**src/rtl/ps2_host_tx.sv**
```systemverilog
// Purpose: PS/2 host-to-device transmitter. It sends one command byte per request over open-drain clk/dat enables.
// Latency: INHIBIT_CYCLES of clock inhibit, then 11 device clocks. A done or error pulse ends the transfer.
// Backpressure: cmd_ready is high only in IDLE. A request that arrives while busy is dropped, never queued.
module ps2_host_tx #(
  parameter int INHIBIT_CYCLES = 5000,
  parameter int START_TIMEOUT  = 750000,
  parameter int PACKET_TIMEOUT = 100000
) (
  input  logic       Clock,
  input  logic       Resetn,
  input  logic       cmd_valid,
  input  logic [7:0] cmd_data,
  output logic       cmd_ready,
  output logic       busy,
  output logic       done,
  output logic       error,
  input  logic       ps2_clk_in,
  input  logic       ps2_dat_in,
  output logic       ps2_clk_oe,
  output logic       ps2_dat_oe
);

  // One counter serves the inhibit, start-timeout and packet-timeout phases.
  localparam int MAX_AB = (INHIBIT_CYCLES > START_TIMEOUT) ? INHIBIT_CYCLES : START_TIMEOUT;
  localparam int MAX_ALL = (MAX_AB > PACKET_TIMEOUT) ? MAX_AB : PACKET_TIMEOUT;
  localparam int CW_RAW = $clog2(MAX_ALL);
  localparam int CW = (CW_RAW < 1) ? 1 : CW_RAW;

  localparam logic [CW-1:0] INH_LAST = CW'(INHIBIT_CYCLES - 1);
  localparam logic [CW-1:0] STA_LAST = CW'(START_TIMEOUT - 1);
  localparam logic [CW-1:0] PKT_LAST = CW'(PACKET_TIMEOUT - 1);

  typedef enum logic [2:0] {
    IDLE, INHIBIT, START, SHIFT, ACK, WAIT_IDLE, DONE, ERR
  } state_t;

  state_t state, state_n;

  logic [1:0]    clk_sync, dat_sync;
  logic          clk_prev;
  logic          clk_s, dat_s, fe;
  logic [9:0]    shift, shift_n;     // {stop, parity, d7..d0}; bit 0 is the next bit to drive
  logic [3:0]    bit_cnt, bit_cnt_n; // falling edges seen so far in the frame
  logic [CW-1:0] cnt, cnt_n, cnt_inc;
  logic          clk_oe_q, clk_oe_n;
  logic          dat_oe_q, dat_oe_n;
  logic          pkt_expired;

  // Two-flop synchronizers on the raw pins, plus the previous synced clock for edge detection.
  always_ff @(posedge Clock or negedge Resetn) begin
    if (!Resetn) begin
      clk_sync <= 2'b11;
      dat_sync <= 2'b11;
      clk_prev <= 1'b1;
    end else begin
      clk_sync <= {clk_sync[0], ps2_clk_in};
      dat_sync <= {dat_sync[0], ps2_dat_in};
      clk_prev <= clk_sync[1];
    end
  end

  assign clk_s       = clk_sync[1];
  assign dat_s       = dat_sync[1];
  assign fe          = clk_prev & ~clk_s;
  assign cnt_inc     = (cnt == {CW{1'b1}}) ? cnt : cnt + CW'(1);
  assign pkt_expired = (cnt == PKT_LAST);

  // State, frame shifter, counters and the registered line enables.
  always_ff @(posedge Clock or negedge Resetn) begin
    if (!Resetn) begin
      state    <= IDLE;
      shift    <= '0;
      bit_cnt  <= '0;
      cnt      <= '0;
      clk_oe_q <= 1'b0;
      dat_oe_q <= 1'b0;
    end else begin
      state    <= state_n;
      shift    <= shift_n;
      bit_cnt  <= bit_cnt_n;
      cnt      <= cnt_n;
      clk_oe_q <= clk_oe_n;
      dat_oe_q <= dat_oe_n;
    end
  end

  // Next-state logic: frame sequencing, timeouts, and the enable values for the next cycle.
  always_comb begin
    state_n   = state;
    shift_n   = shift;
    bit_cnt_n = bit_cnt;
    cnt_n     = cnt_inc;
    clk_oe_n  = clk_oe_q;
    dat_oe_n  = dat_oe_q;
    case (state)
      IDLE: begin
        cnt_n    = '0;
        clk_oe_n = 1'b0;
        dat_oe_n = 1'b0;
        if (cmd_valid) begin
          shift_n   = {1'b1, ~^cmd_data, cmd_data};
          bit_cnt_n = '0;
          clk_oe_n  = 1'b1;
          state_n   = INHIBIT;
        end
      end
      INHIBIT: begin
        // Release the clock and drive the start bit in the same cycle.
        if (cnt == INH_LAST) begin
          clk_oe_n = 1'b0;
          dat_oe_n = 1'b1;
          cnt_n    = '0;
          state_n  = START;
        end
      end
      START: begin
        if (cnt == STA_LAST) begin
          clk_oe_n = 1'b0;
          dat_oe_n = 1'b0;
          state_n  = ERR;
        end else if (fe) begin
          dat_oe_n  = ~shift[0];
          shift_n   = shift >> 1;
          bit_cnt_n = 4'd1;
          cnt_n     = '0;
          state_n   = SHIFT;
        end
      end
      SHIFT: begin
        if (pkt_expired) begin
          clk_oe_n = 1'b0;
          dat_oe_n = 1'b0;
          state_n  = ERR;
        end else if (fe) begin
          // The tenth edge puts out the stop bit, which releases the data line.
          dat_oe_n  = ~shift[0];
          shift_n   = shift >> 1;
          bit_cnt_n = bit_cnt + 4'd1;
          if (bit_cnt == 4'd9) state_n = ACK;
        end
      end
      ACK: begin
        if (pkt_expired) begin
          clk_oe_n = 1'b0;
          dat_oe_n = 1'b0;
          state_n  = ERR;
        end else if (fe) begin
          state_n = dat_s ? ERR : WAIT_IDLE;
        end
      end
      WAIT_IDLE: begin
        if (pkt_expired) begin
          clk_oe_n = 1'b0;
          dat_oe_n = 1'b0;
          state_n  = ERR;
        end else if (clk_s && dat_s) begin
          state_n = DONE;
        end
      end
      DONE: begin
        state_n = IDLE;
      end
      ERR: begin
        clk_oe_n = 1'b0;
        dat_oe_n = 1'b0;
        state_n  = IDLE;
      end
      default: begin
        clk_oe_n = 1'b0;
        dat_oe_n = 1'b0;
        state_n  = IDLE;
      end
    endcase
  end

  assign cmd_ready  = (state == IDLE);
  assign busy       = (state != IDLE);
  assign done       = (state == DONE);
  assign error      = (state == ERR);
  assign ps2_clk_oe = clk_oe_q;
  assign ps2_dat_oe = dat_oe_q;

endmodule

```
**config.mk**
```make
export PLATFORM = sky130hd
export DESIGN_NAME = ps2_host_tx
export DESIGN_NICKNAME = d
export VERILOG_FILES = /design/src/rtl/ps2_host_tx.sv
export SDC_FILE = /design/constraint.sdc
export NUM_CORES = 1
export LEC_CHECK = 0
export ABC_AREA = 1
export BUFFER_PORTS_ARGS = -buffer_cell sky130_fd_sc_hd__buf_2
export CAP_MARGIN = 20
export CELL_PAD_IN_SITES_DETAIL_PLACEMENT = 1
export CELL_PAD_IN_SITES_GLOBAL_PLACEMENT = 1
export CORE_ASPECT_RATIO = 0.8
export CORE_MARGIN = 2
export CORE_UTILIZATION = 42
export DETAILED_ROUTE_END_ITERATION = 10
export PLACE_DENSITY_LB_ADDON = 0.15
export SLEW_MARGIN = 25
export SYNTH_ARGS = -nofsm -noshare
export SYNTH_HDL_FRONTEND = slang
export SYNTH_SLANG_ARGS = --single-unit
```
**constraint.sdc**
```tcl
create_clock -name Clock -period 4 [get_ports Clock]
set_input_delay 0.4 -clock Clock [delete_from_list [all_inputs] [get_ports Clock]]
set_output_delay 0.4 -clock Clock [all_outputs]
set_load 0.1 [all_outputs]
```
==> metrics.log <==
[metrics] clock network latency to the later pin of the worst-skew pair: about 0.31 ns
[metrics] number of vias per cell: 5.110
[metrics] via count of the routed design: a little over 3k
[metrics] final-report hold violation count: 0
[metrics] Avg Inst Size Synth: slightly below 7 um^2
[metrics] clock sink count: between 40 and 50
[metrics] library cell with the largest summed area after synthesis: sky130_fd_sc_hd__dfrtp_1
[metrics] via count of the first global-routing pass: 3,010
[metrics] starting DRC count in detailed routing: between 90 and 100
[metrics] Routability Congestion: ~0.87
[metrics] final routed wire length divided by cell count: 14.92 um
[metrics] I/O pin count: 19
[metrics] clock tree from TritonCTS: done
[metrics] Area Overhead vs Synth: 8.439%
[metrics] LEAKAGE: roughly 1.7 nW
[metrics] fill count: roughly 1.0k
[metrics] Post-synth EDFFs: 0
[metrics] post-layout utilization of the core: roughly 47%
[metrics] clock-pin transition on the worst setup and hold timing paths: approximately 0.10 ns
[metrics] antenna-violating nets left: 0
[metrics] Unique masters post-synth: 33
[metrics] synthesis warning total: 0
[metrics] gr usage total: 23.26%
[metrics] final net count: roughly 510
[metrics] Fin Hold WS: between 0.09 and 0.1 ns
[metrics] number of antenna cells inserted: 0
[metrics] fraction of registers with async set/reset: 100.0%
[metrics] CP Capture Type: register
[metrics] Max-Slew Margin vs Limit: between 50% and 60%
[metrics] synthesized instance count: 480
[metrics] run status: completed
[metrics] number of setup violations in the final report: 0
[metrics] required time at the worst-slack endpoint: approximately 4.2 ns
[metrics] top post-synthesis cells by area: sky130_fd_sc_hd__dfrtp_1 30%, sky130_fd_sc_hd__nand2_1 16%, sky130_fd_sc_hd__nor2_1 7.7%
[metrics] Tightest Pin Transition: 0.6461 ns
[metrics] global route overflow: 0
[metrics] number of CTS-inserted buffers: 5
[metrics] largest voltage drop on the vdd net: roughly 260 uV
[metrics] share of synthesized area occupied by flip-flops and latches: between 30% and 40%
[metrics] die height: between 80 and 90 um
[metrics] layout cells sized above 1: 19.76%
[metrics] Floorplan Core Area: between 7000 and 8000 um^2
[metrics] count of state elements after synthesis: 44
[metrics] Starting Density: approximately 44%
[metrics] Chip Width: roughly 100 um
[metrics] final-report max-slew violation count: 0
[metrics] number of cells in the finished layout apart from fillers: 601
[metrics] final setup skew: about 0.0051 ns
[metrics] total length of routed wires: 8.964 mm
[metrics] Layout Cell Area excl Fill: around 3500 um^2
[metrics] # Post-CTS Setup Buffers: 0
[metrics] number of core rows: 28
[metrics] worst min path class: input pin to asynchronous set/reset pin
[metrics] H-tree Lvls: 2
[metrics] met2 layer usage reported by global route: between 30% and 40%
[metrics] most frequently used cell type in the post-synthesis netlist: sky130_fd_sc_hd__nand2_1
[metrics] placed insts: slightly below 600
[metrics] first-pass detailed-route iteration total: 4
[metrics] post-detail-place hpwl: approximately 7.0 mm
[metrics] category of the critical setup timing path: register to register
[metrics] setup slack at placement: between 1.5 and 2 ns
[metrics] highest fanout seen on the critical path: 21
[metrics] Final WS setup: 1.764 ns
[metrics] peak clock frequency supported by timing: roughly 0.45 GHz
[metrics] fraction of post-synthesis cell area in the top cell type by area: a little under a third
[metrics] post-layout total power: 2.026 mW
[metrics] unrepaired setup endpoints after global routing: false
[metrics] R2R cell count: 7
[metrics] routing layer with the top usage in global route: met1
[metrics] routing usage on met1: 34.94%
[metrics] largest net degree at the start of global routing: 26
[metrics] number of buffers on the longest clock path: 2
[metrics] data arrival time of the critical path: 2.44 ns
[metrics] antenna violations before repair: 0
[metrics] Buffers on Ports: 18
[metrics] Post-Syn Nets: between 400 and 500
[metrics] final worst-path cycle share: between 50% and 60%
[metrics] first-pass GRT wire length: 15.14 mm
[metrics] min Tclk post-route: between 2 and 2.5 ns
[metrics] Post-synth top flop: sky130_fd_sc_hd__dfrtp_1
[metrics] Synth top cells by count: 138 x sky130_fd_sc_hd__nand2_1, 67 x sky130_fd_sc_hd__nor2_1, 62 x sky130_fd_sc_hd__inv_1, 40 x sky130_fd_sc_hd__nand3_1, 39 x sky130_fd_sc_hd__dfrtp_1
[metrics] max-cap viol count: 0
[metrics] Syn Std Cell Area: around 3200 um^2
[metrics] final-layout setup total negative slack: 0 ns
[metrics] cts-stage hold buffer count: 0
[metrics] Resize count post-CTS: 0
[metrics] GR Util met3: under 10%
[metrics] area after detailed placement: about 3400 um^2
[metrics] total DRC errors in the routed layout: 0
[metrics] die area: about 8500 um^2
[metrics] power density relative to cell area: 575.5 nW/um^2
[metrics] category of the worst setup path launch point: register
[metrics] buffer type at the clock tree root: sky130_fd_sc_hd__clkbuf_8
==> kinds of logic after synthesis <==
family	share of synthesized area, %
and+or+nand+nor	43.24
buffers and inverters	10.90
DFF	34.10
AOI/OAI and AO/OA	8.439
xor gates and xnor gates	2.158
adders and majority gates	1.156
==> routing by layer <==
| metal | part of all wire, % | routed length, um |
|---|---|---|
| met4 | 1.1 | 96 |
| met1 | 52 | 4695 |
| met5 | 0 | 0 |
| met2 | 42 | 3806 |
| met3 | 4.1 | 366 |
==> layout make-up <==
| class | count | area [um^2] | share of cell area [%] |
|---|---|---|---|
| multi-input cells | 356 | 1785 | 50.71 |
| flip-flops and latches | 44 | 1107 | 31.45 |
| inverters | 68 | 256.5 | 7.285 |
| well taps | 105 | 131.4 | 3.731 |
| repair buffers | 20 | 125.1 | 3.554 |
| clock buffers | 5 | 68.82 | 1.955 |
| clock inverters | 3 | 46.29 | 1.315 |
==> layout by cell type (no fill, tap or decap), types with 10 or more instances in the layout <==
| cell type | synthesis | layout |
|---|---|---|
| sky130_fd_sc_hd__nand3_1 | 40 | 40 |
| sky130_fd_sc_hd__nor2_2 | 17 | 17 |
| sky130_fd_sc_hd__o21ai_2 | 16 | 16 |
| sky130_fd_sc_hd__nand2_1 | 138 | 138 |
| sky130_fd_sc_hd__buf_2 | 3 | 18 |
| sky130_fd_sc_hd__nor2_1 | 67 | 67 |
| sky130_fd_sc_hd__inv_1 | 62 | 62 |
| sky130_fd_sc_hd__dfrtp_1 | 39 | 39 |
| sky130_fd_sc_hd__o21ai_0 | 15 | 15 |
| sky130_fd_sc_hd__nand2_2 | 13 | 13 |
| sky130_fd_sc_hd__nor3_1 | 10 | 10 |
==> report_power, final <==
part	switching, mW	internal, mW
clock network	0.186	0.189
logic	0.731	0.272
registers	0.103	0.546
==> flip-flops by register name, summed over array words and instances, names as in the netlist, 2 cells and up <==
register  flops
state         3
shift        10
cnt          20
bit_cnt       4
clk_sync      2
dat_sync      2
==> worst paths after layout <==
check	startpoint	to	slack, ns
setup / recovery	state[2]$_DFFE_PN0P_	cnt[1]$_DFF_PN0_	1.76
hold / removal	Resetn	cnt[6]$_DFF_PN0_	0.1
setup reg to reg	state[2]$_DFFE_PN0P_	cnt[1]$_DFF_PN0_	1.76
hold reg to reg	clk_sync[0]$_DFF_PN1_	clk_sync[1]$_DFF_PN1_	0.36
max in group asynchronous	Resetn	dat_sync[0]$_DFF_PN1_	3.29
min in group Clock	ps2_clk_in	clk_sync[0]$_DFF_PN1_	0.18
==> critical path, stage by stage, from the launching register on <==
cell                       delay [ns]
sky130_fd_sc_hd__dfrtp_1         0.53
sky130_fd_sc_hd__inv_2           0.10
sky130_fd_sc_hd__nand2_2         0.33
sky130_fd_sc_hd__inv_2           0.13
sky130_fd_sc_hd__a21oi_1         0.21
sky130_fd_sc_hd__nand3_2         0.49
sky130_fd_sc_hd__o211ai_1        0.26
sky130_fd_sc_hd__inv_1           0.05
Note: power is estimated with default switching activity, not from simulation.
